$ cat config.mk
export PLATFORM = sky130hd
export DESIGN_NAME = rx_align_ctrl
export DESIGN_NICKNAME = d
export VERILOG_FILES = /design/src/rtl/rx_align_pkg.sv /design/src/rtl/rx_align_wcnt.sv /design/src/rtl/rx_align_ctrl.sv
export SDC_FILE = /design/constraint.sdc
export NUM_CORES = 1
export LEC_CHECK = 0
export CORE_MARGIN = 3
export CORE_UTILIZATION = 48
export DETAILED_ROUTE_END_ITERATION = 16
export MAX_ROUTING_LAYER = met4
export PLACE_DENSITY = 0.75
export SYNTH_ARGS = -nofsm -noshare
export SYNTH_HDL_FRONTEND = slang
export SYNTH_SLANG_ARGS = --single-unit
export TNS_END_PERCENT = 100
$ cat constraint.sdc
create_clock -name FCLK -period 2 [get_ports FCLK]
set_clock_uncertainty 0.1 [all_clocks]
set_input_delay 0.3 -clock FCLK [delete_from_list [all_inputs] [get_ports FCLK]]
set_output_delay 0.3 -clock FCLK [all_outputs]
set_load 0.02 [all_outputs]
$ cat src/rtl/rx_align_pkg.sv
// Shared types and constants for the receive word-alignment controller.
// Defaults mirror a 10-bit 8b10b lane; K28.1 codes are for stimulus generation.
package rx_align_pkg;

  localparam int DSIZE_DEF        = 10;
  localparam int SETTLE_WORDS_DEF = 4;
  localparam int CHECK_WORDS_DEF  = 16;
  localparam int LOSS_ERRS_DEF    = 4;
  localparam int PHASE_W          = $clog2(DSIZE_DEF);

  localparam logic [9:0] K28_1_NEG = 10'b0011111001;
  localparam logic [9:0] K28_1_POS = 10'b1100000110;

  typedef enum logic [2:0] {
    ST_IDLE   = 3'd0,
    ST_SETTLE = 3'd1,
    ST_CHECK  = 3'd2,
    ST_SLIP   = 3'd3,
    ST_LOCKED = 3'd4,
    ST_FAIL   = 3'd5
  } state_t;

  function automatic int max2(input int a, input int b);
    return (a > b) ? a : b;
  endfunction

endpackage

$ cat src/rtl/rx_align_wcnt.sv
// Word-strobe counter with clear/load; tc flags the strobe that reaches term.
// tc is combinational from inc so the owner can act on the terminal strobe itself.
module rx_align_wcnt #(
  parameter int WIDTH = 8
) (
  input  logic             FCLK,
  input  logic             reset,
  input  logic             clear,
  input  logic             load,
  input  logic [WIDTH-1:0] load_val,
  input  logic             inc,
  input  logic [WIDTH-1:0] term,
  output logic             tc
);

  logic [WIDTH-1:0] count;

  always_ff @(posedge FCLK) begin
    if (reset || clear) begin
      count <= '0;
    end else if (load) begin
      count <= load_val;
    end else if (inc) begin
      count <= count + 1'b1;
    end
  end

  assign tc = inc && (count == term - 1'b1);

endmodule

$ cat src/rtl/rx_align_ctrl.sv
// Bitslip sequencer: settle, qualify a window on err/comma, lock, monitor loss.
// All outputs registered; bitslip is a single-cycle pulse one cycle after the failed window.
module rx_align_ctrl
  import rx_align_pkg::*;
#(
  parameter int DSIZE        = DSIZE_DEF,
  parameter int SETTLE_WORDS = SETTLE_WORDS_DEF,
  parameter int CHECK_WORDS  = CHECK_WORDS_DEF,
  parameter int LOSS_ERRS    = LOSS_ERRS_DEF
) (
  input  logic                     FCLK,
  input  logic                     reset,
  input  logic                     enable,
  input  logic                     word_valid,
  input  logic                     decoder_err,
  input  logic                     comma_det,
  input  logic                     err_clear,
  output logic                     bitslip,
  output logic                     locked,
  output logic                     fail,
  output logic [$clog2(DSIZE)-1:0] phase,
  output logic [15:0]              err_count
);

  localparam int PW    = $clog2(DSIZE);
  localparam int TW    = $clog2(DSIZE + 1);
  localparam int WIN_W = $clog2(max2(SETTLE_WORDS, CHECK_WORDS) + 1);
  localparam int LW    = $clog2(LOSS_ERRS + 1);

  state_t         state_q, state_d;
  logic [TW-1:0]  tried_q;
  logic           any_err_q, any_comma_q;
  logic           win_clr, win_tc;
  logic [WIN_W-1:0] win_term;
  logic           loss_inc, loss_clr, loss_tc;
  logic           tried_clr, tried_inc, flag_clr;

  // One counter serves both the settle and check windows.
  assign win_term = (state_q == ST_SETTLE) ? WIN_W'(SETTLE_WORDS) : WIN_W'(CHECK_WORDS);

  rx_align_wcnt #(.WIDTH(WIN_W)) u_win_cnt (
    .FCLK     (FCLK),
    .reset    (reset),
    .clear    (win_clr),
    .load     (1'b0),
    .load_val ('0),
    .inc      (word_valid),
    .term     (win_term),
    .tc       (win_tc)
  );

  assign loss_inc = word_valid && decoder_err && (state_q == ST_LOCKED);
  assign loss_clr = (state_q != ST_LOCKED) || (word_valid && !decoder_err);

  rx_align_wcnt #(.WIDTH(LW)) u_loss_cnt (
    .FCLK     (FCLK),
    .reset    (reset),
    .clear    (loss_clr),
    .load     (1'b0),
    .load_val ('0),
    .inc      (loss_inc),
    .term     (LW'(LOSS_ERRS)),
    .tc       (loss_tc)
  );

  always_comb begin
    state_d   = state_q;
    win_clr   = 1'b0;
    tried_clr = 1'b0;
    tried_inc = 1'b0;
    flag_clr  = 1'b0;
    case (state_q)
      ST_IDLE: begin
        win_clr   = 1'b1;
        flag_clr  = 1'b1;
        tried_clr = 1'b1;
        if (enable) state_d = ST_SETTLE;
      end
      ST_SETTLE: begin
        if (win_tc) begin
          state_d  = ST_CHECK;
          win_clr  = 1'b1;
          flag_clr = 1'b1;
        end
      end
      ST_CHECK: begin
        if (win_tc) begin
          win_clr = 1'b1;
          // The terminal word itself is part of the window.
          if (!(any_err_q || decoder_err) && (any_comma_q || comma_det)) begin
            state_d = ST_LOCKED;
          end else begin
            tried_inc = 1'b1;
            state_d   = (tried_q == TW'(DSIZE - 1)) ? ST_FAIL : ST_SLIP;
          end
        end
      end
      ST_SLIP: begin
        win_clr = 1'b1;
        state_d = ST_SETTLE;
      end
      ST_LOCKED: begin
        win_clr = 1'b1;
        if (loss_tc) begin
          state_d   = ST_SETTLE;
          tried_clr = 1'b1;
        end
      end
      ST_FAIL: begin
        win_clr = 1'b1;
      end
      default: begin
        state_d = ST_IDLE;
      end
    endcase
    if (!enable) begin
      state_d = ST_IDLE;
      win_clr = 1'b1;
    end
  end

  always_ff @(posedge FCLK) begin
    if (reset) begin
      state_q     <= ST_IDLE;
      tried_q     <= '0;
      any_err_q   <= 1'b0;
      any_comma_q <= 1'b0;
      bitslip     <= 1'b0;
      locked      <= 1'b0;
      fail        <= 1'b0;
      phase       <= '0;
      err_count   <= '0;
    end else begin
      state_q <= state_d;
      bitslip <= (state_d == ST_SLIP);
      locked  <= (state_d == ST_LOCKED);
      fail    <= (state_d == ST_FAIL);

      if (state_d == ST_SLIP) begin
        phase <= (phase == PW'(DSIZE - 1)) ? '0 : phase + 1'b1;
      end

      if (tried_clr) begin
        tried_q <= '0;
      end else if (tried_inc) begin
        tried_q <= tried_q + 1'b1;
      end

      if (flag_clr) begin
        any_err_q   <= 1'b0;
        any_comma_q <= 1'b0;
      end else if (state_q == ST_CHECK && word_valid) begin
        any_err_q   <= any_err_q | decoder_err;
        any_comma_q <= any_comma_q | comma_det;
      end

      // Clear wins over a coincident error word; lock loss leaves the count alone.
      if (err_clear) begin
        err_count <= '0;
      end else if (state_q == ST_LOCKED && word_valid && decoder_err &&
                   err_count != 16'hFFFF) begin
        err_count <= err_count + 16'd1;
      end
    end
  end

endmodule
==> summary.txt, run 1 <==
Timing
  – Tcrit/Tclk final: 107.4%
  – Worst hold slack: 369.4 ps
  – Minimum clock period: 2148 ps
  – Endpoints failing hold: 0
  – Final slew viol count: 0
  – Worst Slack Setup Final: -148.2 ps
  – Least-Margin Pin Slew: 336.5 ps
  – RSZ-0062 raised after global routing: true
  – Setup violations, final: 5
  – Worst slew margin: 77.50%
  – Highest clock rate: 465.5 MHz

Logic synthesis
  – Post-synth EDFFs: 0
  – Post-synth top area cell: dfxtp_1
  – Syn Nets: 232
  – Synth Flop Type: dfxtp_1
  – Avg Cell Area, Syn: 8.753 sq um
  – Synth top area cells: dfxtp_1 42%, nor2_1 7.0%, xor2_1 5.9%, ha_1 3.9%, nand2_1 3.7%
  – Count leader, synth: dfxtp_1
  – Most common library cells after synthesis: 40 x dfxtp_1, 36 x nor2_1, 19 x nand2_1
  – Ys async rst share: 0%
  – Synth warn: 0
  – Post-synth top area share: 41.78%
  – Yosys cell types: 48
  – Post-synthesis sequential area ratio: 41.78%
  – Gate Count Post-Synth: 219
  – #FFs+latches synth: 40
  – Post-Syn Area: 1917 sq um

CTS
  – Root buffer cell: clkbuf_8
  – Clock slew at reported path FFs: 80 ps
  – Max Root-Sink Buffers: 2
  – CTS tree: done
  – Worst skew pair latency: 280 ps
  – Total CTS buffers: 5
  – H-tree levels: 2
  – CTS sink cnt: 40

Drt
  – Vias: 1757
  – Per-cell routed wire length: 12.69 um
  – Drt pass-1 iters: 4
  – Via density: 5.276
  – Initial DRC count: 122
  – DRC: 0
  – Post-route ant nets: 0
  – Final WL: 4.227 mm

Hold path
  – Worst Hold Class: in2reg

Placed design
  – DP HPWL: 3.120 mm
  – Setup WS pre-CTS: -534.5 ps
  – Placed insts: 323
  – PortBufs: 29
  – Cell Area, Placed: 2506 sq um
  – Routability cong.: 0.8044

Critical path
  – CP arrival: 2230 ps
  – Slowest cell on the critical path: or4_4
  – Crit path cell chain: ha_4 -> nand2_4 -> or4_4 -> or2_4 -> a221oi_4 -> a21oi_1 -> a31o_2
  – Critical path type: reg2reg
  – CP Buf/Inv Count: 0
  – Critical path required time: 2080 ps
  – Critical path endpoint category: flip-flop
  – Largest stage delay, worst path: 420 ps
  – Top delay family on crit path: simple AND/OR/NAND/NOR gates
  – Worst-path maximum fanout: 6
  – Startpoint Class: flip-flop

Die
  – Io pins: 30
  – DIE AREA: 4788 sq um
  – Core Footprint: 3744 sq um
  – Die Ht: 69.20 um
  – Initial Util: 51.20%
  – Die width: 69.20 um
  – Num rows: 22

Final layout
  – Fin nets: 298
  – Post-route cell area: 2675 sq um
  – Layout cells sized above 1: 23.51%
  – Filler instances: 314
  – Finished Layout Cells: 333
  – Area Overhead vs Synth: 39.56%
  – Ant diodes: 0

Status
  – Status: finished with violations
  – Failing checks: setup timing

Global route
  – Vias in the first global route: 1712
  – First-pass GRT wire length: 7.548 mm
  – Largest net degree at the start of global routing: 17
  – Initial antenna violation count: 0
  – Total grt overflow: 0
  – GRT Total Usage: 19.31%

Power
  – Pwr Density: 519.5 nW/um^2
  – Leak: 1.026 nW
  – Post-layout power: 1.390 mW
  – VDD IR max: 0.0003981 V

Job
  – Max-cap check violation count: 0
==> placed cells by master, fill, tap and decap left out, drive strengths merged, types with 2 or more instances in the layout <==
cell and n:
and3 6, nor2 37, nand3 5, inv 9
a31o 2, a211oi 4, a31oi 4, mux2i 2
dfxtp 40, nand4 9, clkbuf 5, nor4 2
o21ai 3, xnor2 8, nor2b 6, or2 3
clkdlybuf4s50 27, ha 6, a21o 2, or3 2
xor2 13, a21oi 7, nand2 20, buf 38
and4 2
==> layout make-up <==
type / count / area [sq um] / share of cell area, %
Clock buffer: 5 / 68.82 / 2.572
Clock inverter: 2 / 12.51 / 0.4677
Inverter: 9 / 33.78 / 1.263
Multi-Input combinational cell: 162 / 1119 / 41.81
Sequential cell: 40 / 804.5 / 30.07
Tap cell: 48 / 60.06 / 2.245
Timing Repair Buffer: 67 / 576.8 / 21.56
==> worst paths after layout <==
check / start / cells after the start / to / slack [ps]
setup / recovery: u_win_cnt.count[0] / 7 / phase[1] / -150
hold / removal: decoder_err / 3 / any_err_q / 370
setup reg to reg: u_win_cnt.count[0] / 7 / phase[1] / -150
hold reg to reg: u_loss_cnt.count[1] / 2 / u_loss_cnt.count[1] / 400
==> logic make-up after synthesis <==
logic type / synth area share [%]
simple gates: 26.04
flops: 41.78
compound gates: 13.84
xor+xnor: 9.595
buf+inv: 3.785
fa+ha+maj: 3.916
mux: 1.044
==> power breakdown <==
part / internal [mW] / switching, mW / leakage [nW] / total, mW
combinational: 0.0384 / 0.0473 / 0.661 / 0.0857
clock: 0.236 / 0.262 / 0.0400 / 0.498
sequential: 0.801 / 0.00506 / 0.324 / 0.806
==> worst reg2reg max path: stages, from the launching register on <==
cell	delay (ps)
dfxtp_2	350
ha_4	150
nand2_4	50
or4_4	420
or2_4	260
a221oi_4	370
a21oi_1	120
a31o_2	220
==> routing by layer <==
layer | track usage, % | up-vias | share of wire, %
li1 | - | 891 | -
met1 | 24.71 | 821 | 45
met2 | 31.36 | 41 | 50
met3 | 4.493 | 4 | 4.4
met4 | 3.905 | 0 | 0.73
met5 | - | - | 0
==> state kept, by name, indices dropped and copies added, names as in the netlist <==
register,cells
any_comma_q,1
any_err_q,1
bitslip,1
err_count,16
fail,1
locked,1
phase,4
state_q,3
tried_q,4
u_loss_cnt.count,3
u_win_cnt.count,5
==> repair_timing <==
action | in CTS | in global routing
buffers inserted | 2 | 1
resized for setup | 4 | 11
endpoints found under the setup margin | 13 | 16
pin swaps | 6 | 1
cloned | 0 | 0
hold buffers | 0 | 0
==> through the flow <==
step                setup TNS [ps]  util (%)
floorplan                   -207.0         -
detailed placement           -7655     66.95
finish                      -472.7     71.46
global placement             -6996     66.95
CTS                         -476.6     69.85
global route                 -1153     71.46
No activity file was read; power rests on OpenSTA's default activity.
==> run 2: changes to the inputs <==
--- a/config.mk
+++ b/config.mk
@@ -8,6 +8,7 @@
 export CORE_MARGIN = 3
 export CORE_UTILIZATION = 48
 export DETAILED_ROUTE_END_ITERATION = 16
+export HOLD_SLACK_MARGIN = 0.15
 export MAX_ROUTING_LAYER = met4
 export PLACE_DENSITY = 0.75
 export SYNTH_ARGS = -nofsm -noshare
==> results of run 2 <==
The final DEF is identical to that of run 1; final timing and power are the same.
